**src/rtl/pulse_frame_pkg.sv**
```systemverilog
// Shared types for the pulse-width coded frame receiver: FSM states,
// line level constants and the per-space classification result.
package pulse_frame_pkg;

  typedef enum logic [1:0] {
    IDLE  = 2'd0,
    SPACE = 2'd1,
    MARK  = 2'd2,
    ERR   = 2'd3
  } state_t;

  // Line levels: mark is the idle level, a space is a pulse.
  localparam logic LINE_MARK  = 1'b1;
  localparam logic LINE_SPACE = 1'b0;

  typedef enum logic [1:0] {
    BIT0 = 2'd0,
    BIT1 = 2'd1,
    BAD  = 2'd2
  } class_t;

endpackage

```
**src/rtl/pulse_classifier.sv**
```systemverilog
// Line front end: synchronises rxd, measures how long the synchronised level
// has been stable, and classifies each space as a 1, a 0 or a bad pulse.
module pulse_classifier
  import pulse_frame_pkg::*;
#(
  parameter int SHORT_MIN = 2,
  parameter int SHORT_MAX = 7,
  parameter int LONG_MIN  = 11,
  parameter int LONG_MAX  = 15,
  parameter int CNT_W     = 8
) (
  input  logic             clock,
  input  logic             reset,
  input  logic             rxd,
  output logic             rxs,
  output logic             space_end,
  output class_t           space_class,
  output logic             space_over,
  output logic [CNT_W-1:0] mark_len
);

  localparam logic [CNT_W-1:0] SHORT_MIN_C = CNT_W'(SHORT_MIN);
  localparam logic [CNT_W-1:0] SHORT_MAX_C = CNT_W'(SHORT_MAX);
  localparam logic [CNT_W-1:0] LONG_MIN_C  = CNT_W'(LONG_MIN);
  localparam logic [CNT_W-1:0] LONG_MAX_C  = CNT_W'(LONG_MAX);

  logic [1:0]       sync;
  logic             lvl;
  logic [CNT_W-1:0] len;

  // Two-flop synchroniser; resets to mark so a quiet line never looks like a pulse.
  // NOTE: sequential state uses <= so every flop samples pre-edge values.
  always_ff @(posedge clock or posedge reset) begin
    if (reset) sync <= {2{LINE_MARK}};
    else       sync <= {sync[0], rxd};
  end

  assign rxs = sync[1];

  // Length of the current rxs level: restarts at 1 on a level change, saturates at all-ones.
  always_ff @(posedge clock or posedge reset) begin
    if (reset) begin
      lvl <= LINE_MARK;
      len <= '0;
    end else begin
      lvl <= rxs;
      if (rxs != lvl)    len <= CNT_W'(1);
      else if (len != '1) len <= len + 1'b1;
    end
  end

  // Window compare on the length of the space that is ending.
  // NOTE: default assigned first so no path through the block infers a latch.
  always_comb begin
    space_class = BAD;
    if (len >= SHORT_MIN_C && len <= SHORT_MAX_C)    space_class = BIT1;
    else if (len >= LONG_MIN_C && len <= LONG_MAX_C) space_class = BIT0;
  end

  assign space_end  = (lvl == LINE_SPACE) && (rxs == LINE_MARK);
  assign space_over = (lvl == LINE_SPACE) && (len > LONG_MAX_C);
  assign mark_len   = (lvl == LINE_MARK) ? len : '0;

endmodule

```
**src/rtl/pulse_frame_receiver.sv**
```systemverilog
// Pulse-width coded frame receiver: assembles address+data words bit by bit,
// publishes the data field when the address matches, and counts framing errors.
module pulse_frame_receiver
  import pulse_frame_pkg::*;
#(
  parameter int ADDR_W      = 5,
  parameter int DATA_W      = 3,
  parameter int SHORT_MIN   = 2,
  parameter int SHORT_MAX   = 7,
  parameter int LONG_MIN    = 11,
  parameter int LONG_MAX    = 15,
  parameter int GAP_TIMEOUT = 30,
  parameter int CNT_W       = 8
) (
  input  logic              clock,
  input  logic              reset,
  input  logic              rxd,
  input  logic [ADDR_W-1:0] ref_addr,
  input  logic              msb_first,
  output logic [DATA_W-1:0] data_out,
  output logic              data_valid,
  output logic              frame_err,
  output logic [7:0]        err_count
);

  localparam int                WORD_W   = ADDR_W + DATA_W;
  localparam int                IDX_W    = $clog2(WORD_W);
  localparam logic [IDX_W-1:0]  LAST_IDX = IDX_W'(WORD_W - 1);
  localparam logic [CNT_W-1:0]  GAP_C    = CNT_W'(GAP_TIMEOUT);

  logic             rxs;
  logic             space_end;
  class_t           space_class;
  logic             space_over;
  logic [CNT_W-1:0] mark_len;

  state_t              state;
  logic [IDX_W-1:0]    bit_idx;
  logic [WORD_W-1:0]   word;
  logic                order_q;

  logic                cur_msb;
  logic [IDX_W-1:0]    pos;
  logic [WORD_W-1:0]   word_nxt;
  logic                addr_match;
  logic                go_err;

  pulse_classifier #(
    .SHORT_MIN (SHORT_MIN),
    .SHORT_MAX (SHORT_MAX),
    .LONG_MIN  (LONG_MIN),
    .LONG_MAX  (LONG_MAX),
    .CNT_W     (CNT_W)
  ) u_classifier (
    .clock       (clock),
    .reset       (reset),
    .rxd         (rxd),
    .rxs         (rxs),
    .space_end   (space_end),
    .space_class (space_class),
    .space_over  (space_over),
    .mark_len    (mark_len)
  );

  // Word with the bit being classified inserted, plus the error-entry decision.
  always_comb begin
    cur_msb     = (bit_idx == '0) ? msb_first : order_q;
    pos         = cur_msb ? (LAST_IDX - bit_idx) : bit_idx;
    word_nxt    = word;
    word_nxt[pos] = (space_class == BIT1);
    addr_match  = (word_nxt[WORD_W-1:DATA_W] == ref_addr);
    go_err      = 1'b0;
    case (state)
      SPACE:   go_err = space_end ? (space_class == BAD) : space_over;
      MARK:    go_err = (rxs == LINE_MARK) && (mark_len > GAP_C) && (bit_idx != '0);
      default: go_err = 1'b0;
    endcase
  end

  // Receiver FSM with word assembly, address compare and saturating error count.
  always_ff @(posedge clock or posedge reset) begin
    if (reset) begin
      state      <= IDLE;
      bit_idx    <= '0;
      word       <= '0;
      order_q    <= 1'b0;
      data_out   <= '0;
      data_valid <= 1'b0;
      frame_err  <= 1'b0;
      err_count  <= '0;
    end else begin
      data_valid <= 1'b0;
      frame_err  <= 1'b0;
      if (go_err) begin
        state     <= ERR;
        frame_err <= 1'b1;
        bit_idx   <= '0;
        if (err_count != 8'hFF) err_count <= err_count + 8'd1;
      end else begin
        case (state)
          IDLE: if (rxs == LINE_SPACE) state <= SPACE;
          SPACE: begin
            if (space_end) begin
              state <= MARK;
              word  <= word_nxt;
              if (bit_idx == '0) order_q <= msb_first;
              if (bit_idx == LAST_IDX) begin
                bit_idx <= '0;
                if (addr_match) begin
                  data_out   <= word_nxt[DATA_W-1:0];
                  data_valid <= 1'b1;
                end
              end else begin
                bit_idx <= bit_idx + 1'b1;
              end
            end
          end
          MARK: begin
            if (rxs == LINE_SPACE)    state <= SPACE;
            else if (mark_len > GAP_C) state <= IDLE;
          end
          ERR: if (rxs == LINE_MARK && mark_len >= GAP_C) state <= IDLE;
          default: state <= IDLE;
        endcase
      end
    end
  end

endmodule

```
**config.mk**
```make
export PLATFORM = sky130hd
export DESIGN_NAME = pulse_frame_receiver
export DESIGN_NICKNAME = d
export VERILOG_FILES = /design/src/rtl/pulse_frame_pkg.sv /design/src/rtl/pulse_classifier.sv /design/src/rtl/pulse_frame_receiver.sv
export SDC_FILE = /design/constraint.sdc
export NUM_CORES = 1
export LEC_CHECK = 0
export ABC_AREA = 1
export CAP_MARGIN = 20
export CORE_ASPECT_RATIO = 1.75
export CORE_UTILIZATION = 25
export CTS_CLUSTER_DIAMETER = 60
export DETAILED_ROUTE_END_ITERATION = 8
export DONT_BUFFER_PORTS = 1
export PLACE_DENSITY = 0.45
export SLEW_MARGIN = 0
export SYNTH_ARGS = -nofsm -noshare
export SYNTH_HDL_FRONTEND = slang
export SYNTH_SLANG_ARGS = --single-unit
```
**constraint.sdc**
```tcl
create_clock -name clock -period 3.5 [get_ports clock]
set_input_delay 0.7 -clock clock [delete_from_list [all_inputs] [get_ports clock]]
set_output_delay 0.7 -clock clock [all_outputs]
set_load 0.01 [all_outputs]
```
==> run summary, run 1 <==
Routed wire per std cell: 13.2 um
Final setup TNS: 0 ps
Worst r2r dst: data_out[0]$_DFFE_PP0P_
Post-synthesis compound-gate area fraction: 8.89%
Sequential share of the synthesized area: 40.1%
R2R Setup Slk: 1140 ps
Ant. Diodes: 0
Finished Layout Cells: 431
Fin. max-slew vios: 0
Multiplexer share of the synthesized area: 0.946%
Number of synthesized flops with an enable pin: 0
Final worst-path cycle share: 67.4%
Post_cts resized: 0
Maxcap violations: 0
Most frequent cells in the layout: nand2_1, nand3_1, inv_1
Die area: 9930 um^2
Pwr Density: 759 nW/um^2
Crit end category: register
Port bufs: 0
# rows: 46
Synth area leader: dfrtp_1
RSZ-0062 raised after global routing: no
1st-pass router iterations: 4
Net Count, Synth: 326
Slew @ Worst Pin: 518 ps
Worst path cell trace: inv_1, ha_1, nand3_1, nand2_1, nand2_1, nand2_2, inv_1, nand2_1, nand2_1, nand2_1, nand2_1, nand2_1, nand3_2, nor2_2, nand3_1, nand2_1
Post-Synth XOR/XNOR Area: 2.58%
Synth Instances: 304
Chip width: 75.8 um
Crit-path max FO: 12
Crit path time final: 2360 ps
Max incr delay on CP: 420 ps
Area Overhead vs Synth: 11.7%
Placed cell count: 423
CP max stage cell: dfrtp_1
Largest net degree at the start of global routing: 39
Tot GR Track Use: 13.2%
R2R cell count: 16
DRT Wirelength: 5.69 mm
Vias: 1982
Most frequent CP cell: nand2_1
Gr ovfl total: 0
Top post-synthesis cells by area: dfrtp_1, nand2_1, nand3_1
Leak: 1.33 nW
Distinct cell type count after synthesis: 32
Post-route clock skew: 6.35 ps
DRC Markers: 0
Core Box Area: 9150 um^2
H-Tree Depth: 2
CTS root buf: clkbuf_16
R2r startpoint: bit_idx[1]$_DFFE_PP0P_
Critical path arrival: 2580 ps
Via/cell ratio: 4.60
Share of cells above drive strength 1: 11.9%
Initial Util: 26.0%
Vias in the first global route: 2113
Max-slew headroom: 65.5%
Largest family of logic cells by synthesized area: simple AND/OR/NAND/NOR gates
Commonest non-fill, non-tap cell in the layout: nand2_1
Required time worst endpoint: 3730 ps
First-pass GRT wire length: 9.65 mm
Hold WC Path Type: reg -> reg
Min Hold Slack: 358 ps
1st-iter DRT viols: 70
Cts bufs inserted: 5
Mapped Area: 2380 um^2
Asr flop ratio synth: 100%
Max Clk Rate: 0.424 GHz
Ports: 22
Worst vdd ir: 0.310 mV
Setup violators final: 0
Hold path start: u_classifier.sync[0]$_DFF_PP1_
Crit Path Category: reg -> reg
Die Ht: 131 um
Simple-gate area share of the yosys netlist: 33.2%
Status: complete, no violations
Final Hold Fails: 0
Synth warn: 0
Worst Hold Path EP: u_classifier.sync[1]$_DFF_PP1_
Fillers: 983
TritonCTS Sinks: 38
Buffer depth of the longest clock path: 2
Critical Path Source Type: register
Ys flop type: dfrtp_1
Hold-critical path depth: 0
Initial antenna violation count: 0
Yosys reg bits: 38
Total chip power: 2.02 mW
Reg clk slew, reported paths: 60 ps
Synth Area in Adders: 6.83%
Fin nets: 332
Dpl hpwl: 4.44 mm
Syn Area/Cell: 7.83 um^2
Remaining antenna violation count: 0
Hold-fix buffers, CTS: 0
GP Congestion: 0.788
Number of setup buffers added after CTS: 0
Synth top area share: 36.8%
TritonCTS clock tree: yes
Worst skew pair latency: 290 ps
Core Util, Final: 29.0%
[per-layer routing]
metal  vias up  track usage, %  routed length [um]
met2        28            24.9                3150
met5         -               0                   0
met1       931            12.3                2130
li1       1006               -                   -
met3        17            2.75                 170
met4         0            8.06                 253
[report_power, final]
part	switching (mW)	internal [mW]	leakage, nW	total [mW]
registers	0.0948	0.538	0.493	0.633
clock network	0.186	0.262	0.0706	0.448
logic	0.638	0.299	0.770	0.938
[area by class of cell]
| type | count | area (um^2) | share of cell area [%] |
|---|---|---|---|
| well taps | 120 | 150 | 5.65 |
| clock buffers | 6 | 129 | 4.85 |
| multi-input cells | 222 | 1250 | 47.0 |
| flip-flops and latches | 38 | 955 | 35.9 |
| repair buffers | 1 | 7.51 | 0.282 |
| clock inverters | 2 | 10.0 | 0.377 |
| inverters | 42 | 158 | 5.93 |
[worst max-delay path: cells and delay by family (launching register included)]
| family | cells | cell delay (ps) |
|---|---|---|
| fa+ha+maj | 1 | 240 |
| buf+inv | 2 | 260 |
| flops | 1 | 420 |
| simple gates | 13 | 1400 |
[kinds of logic (layout without fill, tap and decap cells)]
group	Yosys count	count (layout)
AND/OR/NAND/NOR	165	165
buffers and inverters	44	51
flip-flops	38	38
AO/OA/AOI/OAI	35	35
adder cells (fa/ha/maj)	13	13
XOR/XNOR	7	7
multiplexers	2	2
[worst max path at each step]
stage                                      start  cells after the start  slack [ps]                 endpoint
after floorplan                        msb_first                     15        1600  data_out[0]$_DFFE_PP0P_
after global placement    bit_idx[1]$_DFFE_PP0P_                     15        1130  data_out[0]$_DFFE_PP0P_
after detailed placement  bit_idx[0]$_DFFE_PP0P_                     15        1150  data_out[0]$_DFFE_PP0P_
after CTS                 bit_idx[1]$_DFFE_PP0P_                     15        1140  data_out[0]$_DFFE_PP0P_
after global routing      bit_idx[1]$_DFFE_PP0P_                     16         860  data_out[0]$_DFFE_PP0P_
final                     bit_idx[1]$_DFFE_PP0P_                     16        1140  data_out[0]$_DFFE_PP0P_
[through the flow]
stage,cell area (um^2),worst slack [ps]
after floorplan,2380,1600
after global placement,2520,1130
after detailed placement,2520,1150
after CTS,2660,1140
after global routing,2660,856
final,2660,1140
[synthesized netlist by cell type, drive strengths merged (2+ instances only)]
library cell	count
a21oi	3
a31oi	2
buf	2
dfrtp	35
dfstp	3
ha	13
inv	42
mux2	2
nand2	87
nand3	44
nand4	8
nor2	19
nor3	6
o21ai	25
xnor2	2
xor2	5
[state kept, by name (all words and copies together), names as in the netlist]
register and cells:
err_count 8, u_classifier.len 8, word 8, bit_idx 3, data_out 3, state 2
u_classifier.sync 2, data_valid 1, frame_err 1, order_q 1, u_classifier.lvl 1
Power figures use the tool's default switching activity.
==> run 2: changes to the inputs <==
clock period = 2.3 ns   (was 3.5 ns; I/O delays follow)
==> run summary, run 2 (synthesis gave the netlist of run 1 again) <==
Largest net degree at the start of global routing: 39
Finished Layout Cells: 439
Final setup TNS: 0 ps
RSZ-0062 raised after global routing: no
Maxcap violations: 0
Share of cells above drive strength 1: 16.9%
Final Hold Fails: 0
Tot GR Track Use: 12.3%
Chip width: 75.8 um
Total chip power: 3.39 mW
Max Clk Rate: 0.478 GHz
Most frequent cells in the layout: nand2_1, nand3_1, inv_1
Core Util, Final: 30.7%
Critical Path Source Type: register
Required time worst endpoint: 2470 ps
# rows: 46
Routed wire per std cell: 12.9 um
Final worst-path cycle share: 91.0%
Die area: 9930 um^2
Vias in the first global route: 2030
Leak: 1.40 nW
Ports: 22
Setup violators final: 0
Min Hold Slack: 174 ps
Area after DPL: 2550 um^2
Fin. max-slew vios: 0
DRT Wirelength: 5.65 mm
Via/cell ratio: 4.47
Cts bufs inserted: 5
1st-pass router iterations: 4
GP Congestion: 0.867
Reg clk slew, reported paths: 60 ps
Crit Path Category: reg -> reg
Placed cell count: 425
Crit path time final: 2090 ps
Pwr Density: 1210 nW/um^2
DRC Markers: 0
CTS root buf: clkbuf_16
Die Ht: 131 um
Regs by FF count: err_count: 8 flops, u_classifier.len: 8 flops, word: 8 flops
Post-route clock skew: 2.74 ps
Max-slew headroom: 66.5%
Post-route setup slack: 207 ps
Fillers: 993
Worst skew pair latency: 280 ps
Worst Setup Slack post-DPL: 14.5 ps
Gr ovfl total: 0
Area Overhead vs Synth: 18.1%
Core Box Area: 9150 um^2
1st-iter DRT viols: 42
Remaining antenna violation count: 0
Critical path arrival: 2270 ps
TritonCTS clock tree: yes
Initial Util: 26.0%
Worst vdd ir: 0.532 mV
Port bufs: 0
TritonCTS Sinks: 38
First-pass GRT wire length: 9.15 mm
Fin nets: 340
Crit end category: register
Vias: 1963
Commonest non-fill, non-tap cell in the layout: nand2_1
Initial antenna violation count: 0
Hold-fix buffers, CTS: 0
Status: complete, no violations
Hold WC Path Type: in -> reg
Crit-path max FO: 10
Fin area: 2810 um^2
H-Tree Depth: 2
Slew @ Worst Pin: 503 ps
Ant. Diodes: 0
Dpl hpwl: 4.40 mm
Buffer depth of the longest clock path: 2
## run 2: cell types whose count changed in the layout (fill, tap and decap cells not counted), moves of 2 or more
cell	previous run	this run
inv_1	40	36
buf_4	1	8
nand3_1	41	38
inv_2	2	6
nand3_2	3	6
clkinv_2	2	0
## run 2: cell type report
cell class	instances	area, um^2	area share, %
flip-flops and latches	38	955	34.0
clock inverters	1	30.0	1.07
clock buffers	7	143	5.07
well taps	120	150	5.34
multi-input cells	222	1300	46.1
inverters	42	158	5.61
repair buffers	9	80.1	2.85
## run 2: timing repair
| action | 4_1_cts | 5_1_grt |
|---|---|---|
| pin swaps | 0 | 4 |
| resized for setup | 1 | 12 |
| buffers inserted | 0 | 6 |
| gates cloned | 0 | 0 |
| endpoints found under the hold margin | 0 | 0 |
| setup endpoints to repair | 1 | 5 |
## run 2: where the power goes
group          internal (mW)  switching [mW]
logic                  0.603            1.02
registers              0.819           0.138
clock network          0.542           0.268
total                   1.96            1.43
## run 2: path summary, 6_finish.rpt
| check | startpoint | end | slack, ps | cells past startpoint |
|---|---|---|---|---|
| worst max register to register | bit_idx[0]$_DFFE_PP0P_ | data_out[0]$_DFFE_PP0P_ | 210 | 16 |
| min in group asynchronous | reset | data_out[2]$_DFFE_PP0P_ | 200 | 2 |
| worst max-delay path | bit_idx[0]$_DFFE_PP0P_ | data_out[0]$_DFFE_PP0P_ | 210 | 16 |
| worst min-delay path | rxd | u_classifier.sync[0]$_DFF_PP1_ | 170 | 0 |
| worst min register to register | u_classifier.sync[0]$_DFF_PP1_ | u_classifier.sync[1]$_DFF_PP1_ | 360 | 0 |
| max in group asynchronous | reset | u_classifier.lvl$_DFF_PP1_ | 1740 | 2 |
## run 2: worst max-delay path, cell delays in order, from the launching register on
cell and delay, ps:
dfrtp_1 400, inv_2 110, ha_4 170, nand2_2 80
nand2_2 90, nand2_1 70, nand2_1 100, nand2_4 100
buf_4 140, nand2_1 70, nand2_1 60, nand3_1 110
nand2_1 60, nor2_1 120, nand4_1 160, nand2_1 100
nand2_1 50
## run 2: routing by layer
metal | track usage, % | share of wire, % | up-vias
li1 | - | - | 1024
met4 | 4.79 | 2.6 | 0
met1 | 11.8 | 38 | 897
met5 | 0 | 0 | -
met3 | 2.60 | 2.8 | 9
met2 | 24.3 | 56 | 33
